`src/rtl/gaussian_seq_ctrl.sv`:
```
// Frame sequencer for the 3x3 Gaussian blur: raster-order source reads, window shift/valid
// strobes, and destination writes delayed by the kernel pipeline latency.
module gaussian_seq_ctrl #(
  parameter int IMG_W      = 64,
  parameter int IMG_H      = 64,
  parameter int ADDR_W     = 12,
  parameter int KERNEL_LAT = 3
) (
  input  logic              clk,
  input  logic              rst,
  input  logic              start,
  input  logic              stall,
  output logic              busy,
  output logic              done,
  output logic              rd_en,
  output logic [ADDR_W-1:0] rd_addr,
  output logic              win_shift,
  output logic              win_valid,
  output logic              wr_en,
  output logic [ADDR_W-1:0] wr_addr
);

  localparam int CW = $clog2(IMG_W);
  localparam int RW = $clog2(IMG_H);
  // Every kernel stage except the last; the last one fires in the cycle we leave DRAIN.
  localparam logic [KERNEL_LAT-1:0] NONFINAL = KERNEL_LAT'((1 << (KERNEL_LAT - 1)) - 1);

  typedef enum logic [1:0] {IDLE, READ, DRAIN, DONE} state_t;

  state_t            state;
  logic [CW-1:0]     col;
  logic [RW-1:0]     row;
  logic              rd_q;
  logic [ADDR_W-1:0] rd_addr_q;
  logic              s1_shift;
  logic              s1_valid;
  logic [ADDR_W-1:0] s1_addr;
  logic [KERNEL_LAT-1:0] kv;
  logic [ADDR_W-1:0] ka [KERNEL_LAT];
  logic              done_q;
  logic              busy_q;
  logic              adv;
  logic              last_px;
  logic              interior;
  logic              pipe_empty;

  assign adv        = !stall || (state == IDLE);
  assign last_px    = (row == RW'(IMG_H - 1)) && (col == CW'(IMG_W - 1));
  assign interior   = (row >= RW'(2)) && (col >= CW'(2));
  assign pipe_empty = !s1_shift && ((kv & NONFINAL) == '0);

  // Strobes are held in registers and masked while stalled, so a frozen
  // transfer fires in the first cycle after stall drops.
  assign rd_en     = rd_q & ~stall;
  assign win_shift = s1_shift & ~stall;
  assign win_valid = s1_valid & ~stall;
  assign wr_en     = kv[KERNEL_LAT-1] & ~stall;
  assign done      = done_q & ~stall;
  assign busy      = busy_q;
  assign rd_addr   = rd_addr_q;
  assign wr_addr   = ka[KERNEL_LAT-1];

  always_ff @(posedge clk or posedge rst) begin
    if (rst) begin
      state     <= IDLE;
      col       <= '0;
      row       <= '0;
      rd_q      <= 1'b0;
      rd_addr_q <= '0;
      s1_shift  <= 1'b0;
      s1_valid  <= 1'b0;
      s1_addr   <= '0;
      kv        <= '0;
      done_q    <= 1'b0;
      busy_q    <= 1'b0;
      for (int i = 0; i < KERNEL_LAT; i++) ka[i] <= '0;
    end else if (adv) begin
      s1_shift <= rd_q;
      s1_valid <= rd_q && interior;
      // Window centre is one row up and one column left of the newest pixel.
      if (rd_q && interior) s1_addr <= rd_addr_q - ADDR_W'(IMG_W + 1);
      kv[0] <= s1_valid;
      if (s1_valid) ka[0] <= s1_addr;
      for (int i = 1; i < KERNEL_LAT; i++) begin
        kv[i] <= kv[i-1];
        if (kv[i-1]) ka[i] <= ka[i-1];
      end

      case (state)
        IDLE: begin
          if (start) begin
            state     <= READ;
            busy_q    <= 1'b1;
            rd_q      <= 1'b1;
            rd_addr_q <= '0;
            row       <= '0;
            col       <= '0;
          end
        end
        READ: begin
          if (last_px) begin
            rd_q  <= 1'b0;
            state <= DRAIN;
          end else begin
            rd_addr_q <= rd_addr_q + ADDR_W'(1);
            if (col == CW'(IMG_W - 1)) begin
              col <= '0;
              row <= row + RW'(1);
            end else begin
              col <= col + CW'(1);
            end
          end
        end
        DRAIN: begin
          if (pipe_empty) begin
            state  <= DONE;
            done_q <= 1'b1;
          end
        end
        DONE: begin
          state  <= IDLE;
          done_q <= 1'b0;
          busy_q <= 1'b0;
        end
        default: state <= IDLE;
      endcase
    end
  end

endmodule

```
`config.mk`:
```
export PLATFORM = sky130hd
export DESIGN_NAME = gaussian_seq_ctrl
export DESIGN_NICKNAME = d
export VERILOG_FILES = /design/src/rtl/gaussian_seq_ctrl.sv
export SDC_FILE = /design/constraint.sdc
export NUM_CORES = 1
export LEC_CHECK = 0
export BUFFER_PORTS_ARGS = -buffer_cell sky130_fd_sc_hd__buf_2
export CORE_MARGIN = 1.5
export CORE_UTILIZATION = 54
export CTS_CLUSTER_SIZE = 20
export DETAILED_ROUTE_END_ITERATION = 16
export PLACE_DENSITY = 0.76
export SKIP_CTS_REPAIR_TIMING = 1
export SKIP_LAST_GASP = 1
export SLEW_MARGIN = 20
export SYNTH_ARGS = -nofsm -noshare
export SYNTH_HDL_FRONTEND = slang
export SYNTH_SLANG_ARGS = --single-unit
```
`constraint.sdc`:
```
create_clock -name clk -period 2.3 [get_ports clk]
set_input_delay 0.23 -clock clk [delete_from_list [all_inputs] [get_ports clk]]
set_output_delay 0.23 -clock clk [all_outputs]
set_load 0.05 [all_outputs]
```
# After elaboration in Yosys (flattened, before gate mapping)
# Cells that the tools add are included.
dict set report op_classes {
  n_addsub 4
  order_cmp 2
  n_eq_ne 10
  muxes 20
  bitwise 6
  n_reduce_logical 22
}
# cell count
set op_table {}
lappend op_table {{$mux 6} 5}
lappend op_table {{$mux 12} 2}
lappend op_table {{$pmux 12 s2} 1}
lappend op_table {{$pmux 6 s2} 2}
lappend op_table {{$add 12x1->12 const B} 1}
lappend op_table {{$add 6x1->6 const B} 2}
lappend op_table {{$eq 6x6->1 const B} 2}
lappend op_table {{$ge 6x2->1 const B} 2}
lappend op_table {{$reduce_and 4->1} 3}
lappend op_table {{$sub 12x7->12 const B} 1}
lappend op_table {{$ne 2x2->1 const B} 5}
lappend op_table {{$pmux 2 s4} 1}
lappend op_table {{$reduce_and 2->1} 4}
lappend op_table {{$mux 2} 3}
lappend op_table {{$pmux 1 s2} 3}
lappend op_table {{$reduce_and 3->1} 2}
lappend op_table {{$reduce_bool 2->1} 3}
lappend op_table {{$and 1x1->1} 5}
lappend op_table {{$reduce_and 5->1} 1}
lappend op_table {{$eq 2x2->1 const B} 2}
lappend op_table {{$logic_and 1x1->1} 4}
lappend op_table {{$logic_not 3->1} 1}
lappend op_table {{$mux 1} 3}
lappend op_table {{$eq 2x1->1 const B} 1}
lappend op_table {{other kinds (4)} 5}
dict set report word_totals {
  regBits 82
  inputBits 4
  output_inout_bits 30
  word_cells 78
}

# Depth between registers and ports, before layout
# Gate-level depths: netlist of run 1.
dict set report logic_depth {
  ltp_word 4
  mapped_depth 9
  depth_no_buf 6
}

# Worst setup path after synthesis of run 1
# Ideal clock, no wire load.
dict set report synth_path {
  kind {reg-to-reg}
  start {reg state[0]}
  end {reg row[1]}
  setup_ns 0.125
  t_arrival_ns 2.000
  required_ns 2.175
  setup_slack_ns 0.175
  stages_incl_launch_ff 9
  path_buffers 2
  period_less_slack_ns 2.125
  cell_sequence {dfrtp_1 > inv_1 > ha_1 > and2_1 > clkbuf_1 > nor2_1 > buf_2 > a21oi_1 > mux2_2}
}
dict set report synth_via {
  elab_chain_len 3
  word_cells_on_any_way 9
  classes_between {eq/ne (4); mux (1); reduce/logical (4)}
}
# item line
set synth_rtl {}
lappend synth_rtl {{start: declaration} 30} ;# state_t state;
lappend synth_rtl {{start signal: assignment} 65} ;# state <= IDLE;
lappend synth_rtl {{start signal: assignment} 92} ;# state <= READ;
lappend synth_rtl {{start signal: assignment} 103} ;# state <= DRAIN;
lappend synth_rtl {{$eq 2x1->1 / $logic_not 2->1 (equally long branches)} {89, 47}}
lappend synth_rtl {{$ne 2x2->1 (no line) (tied with other cells)} --}
lappend synth_rtl {{$reduce_and 5->1 (no line)} --}
lappend synth_rtl {{end signal: assignment} 108} ;# row <= row + RW'(1);
lappend synth_rtl {{end: declaration} 32} ;# logic [RW-1:0] row;
# Several ways; a longest one is shown, not always the timed one.
# A chain may end at the register's enable or synchronous reset.

# Worst setup path after layout of run 1
dict set report layout_path {
  start {reg col[1]}
  end {reg state[1]}
}
dict set report layout_via {
  elab_chain_len 4
}
# item line
set layout_rtl {}
lappend layout_rtl {{start: declaration} 31} ;# logic [CW-1:0] col;
lappend layout_rtl {{start signal: assignment} 110} ;# col <= col + CW'(1);
lappend layout_rtl {{$eq 6x6->1} 48} ;# assign last_px = (row == RW'(IMG_H - 1)) && (col == CW'(IMG_W - 1));
lappend layout_rtl {{$logic_and 1x1->1} 48}
lappend layout_rtl {{$ne 2x2->1 (no line)} --}
lappend layout_rtl {{$reduce_and 4->1 (no line)} --}
# No other way between the ends.

==> results of run 1 <==
## routing by layer
layer | vias up | GRT usage (%) | part of all wire [%]
li1 | 1385 | - | -
met1 | 1418 | 28.0 | 45
met2 | 60 | 34.2 | 50
met3 | 15 | 4.88 | 4.0
met4 | 0 | 7.01 | 1.8
met5 | - | 0 | 0
## sequential cells by signal, summed over array words and instances, names as in the netlist, 2 cells and up
name     cells
row          6
rd_addr     12
kv           3
wr_addr     12
col          6
ka          24
state        2
s1_addr     12
## logic make-up after synthesis
group | count (synthesis) | share of synthesized area, %
adder cells (fa/ha/maj) | 11 | 3.35
AND/OR/NAND/NOR | 113 | 15.4
multiplexers | 49 | 13.5
AO/OA/AOI/OAI | 69 | 11.0
buffers and inverters | 40 | 5.08
XOR/XNOR | 8 | 1.70
flip-flops | 82 | 49.9
## worst max-delay path: cells and delay by family (launching register included)
family                     cells  cell delay [ps]
and+or+nand+nor                2              410
muxes                          1              320
adders and majority gates      1              260
DFF                            1              430
AOI/OAI and AO/OA              1              570
## metrics by stage
step | cell area (um2) | worst slack, ps
after global placement | 4330 | 277
after detailed placement | 4330 | 201
after floorplan | 4120 | 175
final | 4520 | 192
after CTS | 4510 | 184
after global routing | 4520 | 47.0
## cell type report
type | instances | area [um2] | area share (%)
clock buffer | 10 | 138 | 3.04
clock inverter | 6 | 48.8 | 1.08
sequential | 82 | 2050 | 45.4
multi-input combinational | 250 | 1850 | 40.9
inverter | 8 | 33.8 | 0.747
timing repair buffer | 46 | 278 | 6.14
tap | 99 | 124 | 2.74
## power groups by stage
stage               Sequential, mW  Combinational (mW)  Clock (mW)
detailed placement            1.74               0.632           0
floorplan                     1.78               0.420           0
global route                  1.74               0.696        1.08
finish                        1.72               0.632       0.994
CTS                           1.71               0.637        1.02
global placement              1.74               0.618           0
## layout by cell type (no fill, tap or decap), types with 11 or more instances in the layout
cell / instances
a21oi_1: 22
ha_1: 11
dfrtp_1: 82
mux2_2: 41
o31ai_1: 12
buf_4: 11
buf_2: 33
nand2_1: 30
o21ai_0: 11
nand3_1: 16
## how the worst max path moves through the flow
| stage | to | slack [ps] | cells past startpoint |
|---|---|---|---|
| 2_1_floorplan | row[1] | 170 | 8 |
| 3_3_place_gp | s1_addr[7] | 280 | 6 |
| 3_5_place_dp | s1_addr[10] | 200 | 6 |
| 4_1_cts | s1_addr[10] | 180 | 6 |
| 5_1_grt | col[3] | 50 | 7 |
| 6_report | state[1] | 190 | 5 |
==> reports/metrics.yaml, run 1 <==
worstMarginPinSlew_ps: 552
finalHoldViolCount: 0
synth_area_leaders: "dfrtp_1 50%, mux2_2 11%, ha_1 3.3%, nand2_1 2.7%, a21oi_1 2.7%"
dp.cells: 484
fin_crit_ps: 2110
crit_path_start: "col[1]"
yosysSeqAreaShare_pct: 49.9
synth.avg_cell_area_um2: 11.1
setup_tns_ps: 0
p_seq_share_pct: 51.4
synth_edf_count: 0
async_flop_share_pct: 100
grt_max_degree: 37
cts_made_buffers: 9
slew_violations: 0
critical_path.endpoint_type: "flop"
synth_top_area_share_pct: 49.9
synth_common_cells: "82 x dfrtp_1, 41 x mux2_2, 30 x nand2_1"
vdd_drop_max_uv: 518
start_kind: "flop"
p_per_area_nw_per_um2: 739
fin_cells: 501
area_growth_pct: 10.0
remaining_drc_errors: 0
wirelength_mm: 7.96
syn_inst: 372
p_leak_nw: 2.21
grt_pass1_wl_mm: 13.6
comb_power_share_pct: 18.9
p_sw_mw: 1.16
drt_iter0_drc: 122
clockBufferDepth: 2
die_w_um: 90.3
max_freq_mhz: 474
rows: 31
cts.clk_slew.worst_paths_ps: 80
cp_slowest_cell: "o41ai_1"
relSlewSlack_pct: 63.1
drive_above_1_share_pct: 28.9
timing.hold.worst_endpoint: "busy"
die_area_um2: 8150
clock-sinks: 82
hpwlAfterDp_mm: 5.55
synth_nets: 387
r2r_start: "col[1]"
r2r_cells: 5
cp_max_fo: 6
ios: 34
hold_depth: 3
vias_per_cell: 5.74
drt_pass1_iterations: 4
grt_pass1_vias: 2777
ant_nets: 0
fin_util_pct: 62.0
finalCritPeriodShare_pct: 91.7
p_int_mw: 2.18
ys_warn_count: 0
hold_ws_ps: 367
portBuffers: 33
fp.dieH_um: 90.3
worst_ep_required_time_ps: 2550
r2r_end: "state[1]"
clkPwrFrac_pct: 29.7
rrSetupSlack_ps: 190
criticalPathCategory: "reg2reg"
vias: 2878
maxCapViolCount: 0
grt_remaining_overflow: 0
diodes: 0
grt_usage_pct: 21.1
syn-cell-area_um2: 4110
yosysTopAreaCell: "dfrtp_1"
sw_frac_of_total_pct: 34.8
min_path_type: "in2reg"
routedWlPerCell_um: 15.9
insertion_delay_ps: 360
crit_path_cell_trace: "ha_1 > nand2_1 > o41ai_1 > nand3_1 > mux2_2"
core_area_um2: 7290
htree_levels: 3
cts-root-buf: "clkbuf_8"
rsz0062_at_grt: "false"
synth_most_common_cell: "dfrtp_1"
setup_viol: 0
antenna_found_initial: 0
ys_types: 48
critPathMaxStageDelay_ps: 570
start_util_pct: 56.4
clock_skew_ps: 5.30
finalPower_mw: 3.34
fill_cells: 610
timing.hold.worst.start: "stall"
layout.nets: 412
cts_tree: "yes"
synth_seq_cells: 82
place_congestion: 0.863
cp.arrival_ps: 2360
status: "complete, no violations"
ys.flop_type: "dfrtp_1"
No activity file was read; power rests on OpenSTA's default activity.
==> inputs of run 2 (changes only) <==
--- a/config.mk
+++ b/config.mk
@@ -10,7 +10,7 @@
 export CORE_UTILIZATION = 54
 export CTS_CLUSTER_SIZE = 20
 export DETAILED_ROUTE_END_ITERATION = 16
-export PLACE_DENSITY = 0.76
+export PLACE_DENSITY = 0.77
 export SKIP_CTS_REPAIR_TIMING = 1
 export SKIP_LAST_GASP = 1
 export SLEW_MARGIN = 20
==> run 2 against run 1 <==
  * The run now ends with hold timing left
  * Non-clock buffer count fell by 3
  * Cell count fell by 0.60%
  * Worst hold slack got worse by 380 ps
  * Register-to-register slack got worse by 40 ps
  * Sequential cell count did not move
  * Via count rose by 2.6%
  * Final area barely moved
  * Critical path type unchanged
  * Critical endpoint is now s1_addr[9]
  * Largest cell class unchanged
  * Largest power group unchanged
==> reports/metrics.yaml, run 2 (synthesis results as in run 1) <==
vias: 2952
area_growth_pct: 10.1
cts_tree: "yes"
worst_ep_required_time_ps: 2540
cp_slowest_cell: "dfrtp_1"
ios: 34
largest_register_ffs: 24
relSlewSlack_pct: 63.2
start_kind: "flop"
max_freq_mhz: 467
dp.cells: 482
min_path_type: "in2async"
failed_checks: "hold timing"
crit_path_cell_trace: "inv_1 > ha_1 > nand2b_1 > o311a_4 > and2_4 > mux2_2"
criticalPathCategory: "reg2reg"
grt_max_degree: 83
p_per_area_nw_per_um2: 759
cts.clk_slew.worst_paths_ps: 90
place_congestion: 0.865
finalHoldViolCount: 8
cp.arrival_ps: 2390
rows: 31
rrSetupSlack_ps: 160
r2r_start: "state[0]"
antenna_found_initial: 0
p_leak_nw: 2.22
rsz0062_at_grt: "false"
slew_violations: 0
die_w_um: 90.3
core_area_um2: 7290
drive_above_1_share_pct: 28.6
fin_cells: 498
worstMarginPinSlew_ps: 551
htree_levels: 3
r2r_cells: 6
routedWlPerCell_um: 16.2
r2r_end: "s1_addr[9]"
cts_made_buffers: 9
crit_path_start: "state[0]"
vias_per_cell: 5.93
remaining_drc_errors: 0
cts-root-buf: "clkbuf_8"
critical_path.endpoint_type: "flop"
clock-sinks: 82
drt_pass1_iterations: 5
grt_usage_pct: 21.2
drt_iter0_drc: 151
setup_viol: 0
wirelength_mm: 8.06
final_cell_mix: "82 x dfrtp_1, 41 x mux2_2, 33 x buf_2"
grt_pass1_vias: 2859
dpl_cell_area_um2: 4330
fin_area_um2: 4530
critPathMaxStageDelay_ps: 410
insertion_delay_ps: 360
top_register: "ka"
diodes: 0
crit_end: "s1_addr[9]"
fin_crit_ps: 2140
vdd_drop_max_uv: 587
status: "complete, but fails checks"
clockBufferDepth: 2
grt_remaining_overflow: 0
portBuffers: 33
ant_nets: 0
finalCritPeriodShare_pct: 93.2
hpwlAfterDp_mm: 5.45
maxCapViolCount: 0
fp.dieH_um: 90.3
layout_commonest_cell: "dfrtp_1"
cp_max_fo: 13
hold_ws_ps: -16.2
start_util_pct: 56.4
die_area_um2: 8150
clock_skew_ps: 7.79
setup_tns_ps: 0
grt_pass1_wl_mm: 13.8
layout.nets: 409
[run 2: changes by cell type in the layout (fill, tap and decap cells not counted), sizes merged]
cell	before	now
buf	45	43
bufinv	0	1
clkinvlp	4	3
clkinv	1	2
dlygate4sd3	1	0
clkbuf	10	9
[run 2: area by class of cell]
class                   instances  area (um2)
fillers                       599        2770
repair buffers                 43         265
inverters                       8        33.8
multi-input cells             250        1850
well taps                      99         124
clock inverters                 7        76.3
clock buffers                   9         124
flip-flops and latches         82        2050
[run 2: worst min path at each step]
stage               start           to  slack [ps]
global placement      rst  wr_addr[10]         380
detailed placement    rst   wr_addr[1]         390
finish                rst       ka[13]         -20
CTS                   rst     s1_shift           1
floorplan           kv[2]        kv[2]         440
global route          rst  wr_addr[10]          20
[run 2: metrics by stage]
stage / power (mW) / setup WS (ps) / util, % / hold WS (ps)
5_1_grt: 3.61 / 47.8 / 62.1 / 20.9
2_1_floorplan: 2.21 / 175 / - / 439
3_5_place_dp: 2.38 / 186 / 59.3 / 390
4_1_cts: 3.45 / 156 / 62.1 / 1.11
3_3_place_gp: 2.36 / 292 / 59.3 / 384
6_report: 3.43 / 157 / 62.1 / -16.2
[run 2: power by group]
part / switching (mW) / internal [mW]
Clock: 0.561 / 0.509
Combinational: 0.418 / 0.223
Sequential: 0.194 / 1.53
Total: 1.17 / 2.26
[run 2: critical path: cells and delay by family, from the launching register on]
family	cells	cell delay (ps)
simple gates	2	560
flops	1	410
mux	1	350
compound gates	1	300
fa+ha+maj	1	260
buf+inv	1	140
[run 2: per-layer routing]
metal | wire (um) | track usage [%]
met1 | 3510 | 27.6
met2 | 4040 | 34.7
met3 | 388 | 3.54
met4 | 124 | 9.52
met5 | 0 | 0
==> inputs of run 3 (changes only) <==
--- a/config.mk
+++ b/config.mk
@@ -5,6 +5,7 @@
 export SDC_FILE = /design/constraint.sdc
 export NUM_CORES = 1
 export LEC_CHECK = 0
+export ABC_AREA = 1
 export BUFFER_PORTS_ARGS = -buffer_cell sky130_fd_sc_hd__buf_2
 export CORE_MARGIN = 1.5
 export CORE_UTILIZATION = 54
==> run 3 against run 2 <==
  * Synthesized cell count grew 24%
  * Cell count grew 19%
  * Critical endpoint is now wr_addr[6]
  * Sequential share of layout area shrank 1.0 points
  * Sequential power grew 17%
  * Clock power grew 18%
  * Critical path depth is the same
  * Setup slack gained 260 ps
  * Core utilization shrank 1.8 points
  * Area after synthesis grew 3.5%
  * Non-clock buffer count shrank 6
  * Global-route usage shrank 0.46 points
  * The run now ends clean
  * Combinational power grew to 2.6 times the previous value
==> reports/metrics.yaml, run 3 <==
yosysTopAreaCell: "dfrtp_1"
remaining_drc_errors: 0
grt_max_degree: 60
crit_path_start: "state[0]"
slew_violations: 0
wirelength_mm: 7.84
setup_tns_ps: 0
r2r_end: "wr_addr[6]"
vias: 3024
layout.nets: 500
synth_top_area_share_pct: 48.2
critical_path.endpoint_type: "flop"
finalHoldViolCount: 0
ys_types: 33
start_util_pct: 55.4
hold_ws_ps: 240
routedWlPerCell_um: 13.3
place_congestion: 0.874
worstMarginPinSlew_ps: 584
synth_most_common_cell: "nand2_1"
largest_register_ffs: 24
clock-sinks: 82
worst_ep_required_time_ps: 2540
rows: 32
start_kind: "flop"
syn_inst: 462
synth_common_cells: "110 x nand2_1, 82 x dfrtp_1, 48 x inv_1"
die_area_um2: 8420
rrSetupSlack_ps: 420
synth_area_leaders: "dfrtp_1 48%, nand2_1 9.7%, mux2_2 8.5%, nand3_1 4.4%, inv_1 4.2%"
r2r_start: "state[0]"
p_per_area_nw_per_um2: 1070
vias_per_cell: 5.12
ys.flop_type: "dfrtp_1"
grt_pass1_wl_mm: 13.8
fp.dieH_um: 91.8
core_area_um2: 7690
cts.clk_slew.worst_paths_ps: 90
antenna_found_initial: 0
drt_pass1_iterations: 4
p_leak_nw: 2.34
drt_iter0_drc: 130
synth_seq_cells: 82
criticalPathCategory: "reg2reg"
syn-cell-area_um2: 4260
r2r_cells: 6
ys_warn_count: 0
grt_pass1_vias: 2974
cts_made_buffers: 9
fin_crit_ps: 1880
top_register: "ka"
die_w_um: 91.8
clockBufferDepth: 2
timing.hold.worst_endpoint: "kv[0]"
layout_commonest_cell: "nand2_1"
final_cell_mix: "110 x nand2_1, 82 x dfrtp_1, 47 x inv_1"
clock_skew_ps: 7.54
async_flop_share_pct: 100
rsz0062_at_grt: "false"
hpwlAfterDp_mm: 5.63
cp_max_fo: 13
ant_nets: 0
diodes: 0
status: "complete, no violations"
max_freq_mhz: 531
dpl_cell_area_um2: 4380
htree_levels: 3
insertion_delay_ps: 350
setup_viol: 0
portBuffers: 33
finalCritPeriodShare_pct: 81.9
relSlewSlack_pct: 61.0
vdd_drop_max_uv: 389
yosysSeqAreaShare_pct: 48.2
timing.hold.worst.start: "stall"
maxCapViolCount: 0
grt_remaining_overflow: 0
drive_above_1_share_pct: 22.9
ios: 34
fin_area_um2: 4630
cp.arrival_ps: 2120
cts-root-buf: "clkbuf_8"
cts_tree: "yes"
grt_usage_pct: 20.7
synth_nets: 477
min_path_type: "in2reg"
synth_edf_count: 0
synth.avg_cell_area_um2: 9.21
area_growth_pct: 8.85
hold_depth: 3
run 3: cell families (layout without fill, tap and decap cells):
family                   count (synthesis)  in the layout  share of synthesized area (%)
multiplexers                            32             32                           8.47
flip-flops                              82             82                           48.2
buffers and inverters                   75            102                           9.20
adder cells (fa/ha/maj)                 11             11                           3.23
AND/OR/NAND/NOR                        206            206                           22.5
AO/OA/AOI/OAI                           49             49                           6.91
XOR/XNOR                                 7              7                           1.44
run 3: metal layers:
metal / share of wire (%) / GRT usage, %
met5: 0 / 0
met4: 1.2 / 8.21
met2: 49 / 34.6
met1: 46 / 27.3
met3: 4.3 / 2.90
run 3: report_power, final:
part           switching [mW]  internal (mW)
clock                   0.538          0.721
combinational            1.13          0.539
sequential              0.229           1.79
run 3: final cells by class:
type | count | area [um2]
Fill cell | 649 | 3060
Sequential cell | 82 | 2050
Multi-Input combinational cell | 305 | 1810
Timing Repair Buffer | 37 | 210
Inverter | 50 | 191
Tap cell | 102 | 128
Clock buffer | 9 | 124
Clock inverter | 6 | 115
run 3: worst max-delay path, stage by stage (launching register included):
cell and delay, ps:
dfrtp_1 400, inv_1 90, ha_1 240, inv_2 140
nand2_8 90, nand2_1 420, mux2_2 400
run 3: worst max path at each step:
stage / endpoint / slack, ps / depth (start not counted)
6_report: wr_addr[6] / 420 / 6
3_3_place_gp: wr_addr[8] / 450 / 6
4_1_cts: wr_addr[3] / 400 / 6
3_5_place_dp: ka[12] / 410 / 6
2_1_floorplan: rd_addr[10] / 610 / 8
5_1_grt: rd_addr[10] / 220 / 11
run 3: metrics by stage:
| stage | util [%] | instances | total power [mW] | setup slack, ps |
|---|---|---|---|---|
| floorplan | - | 462 | 3.43 | 608 |
| global placement | 57.0 | 575 | 3.63 | 452 |
| detailed placement | 57.0 | 575 | 3.70 | 414 |
| CTS | 60.1 | 590 | 4.99 | 397 |
| global route | 60.3 | 591 | 5.26 | 220 |
| finish | 60.3 | 591 | 4.94 | 417 |
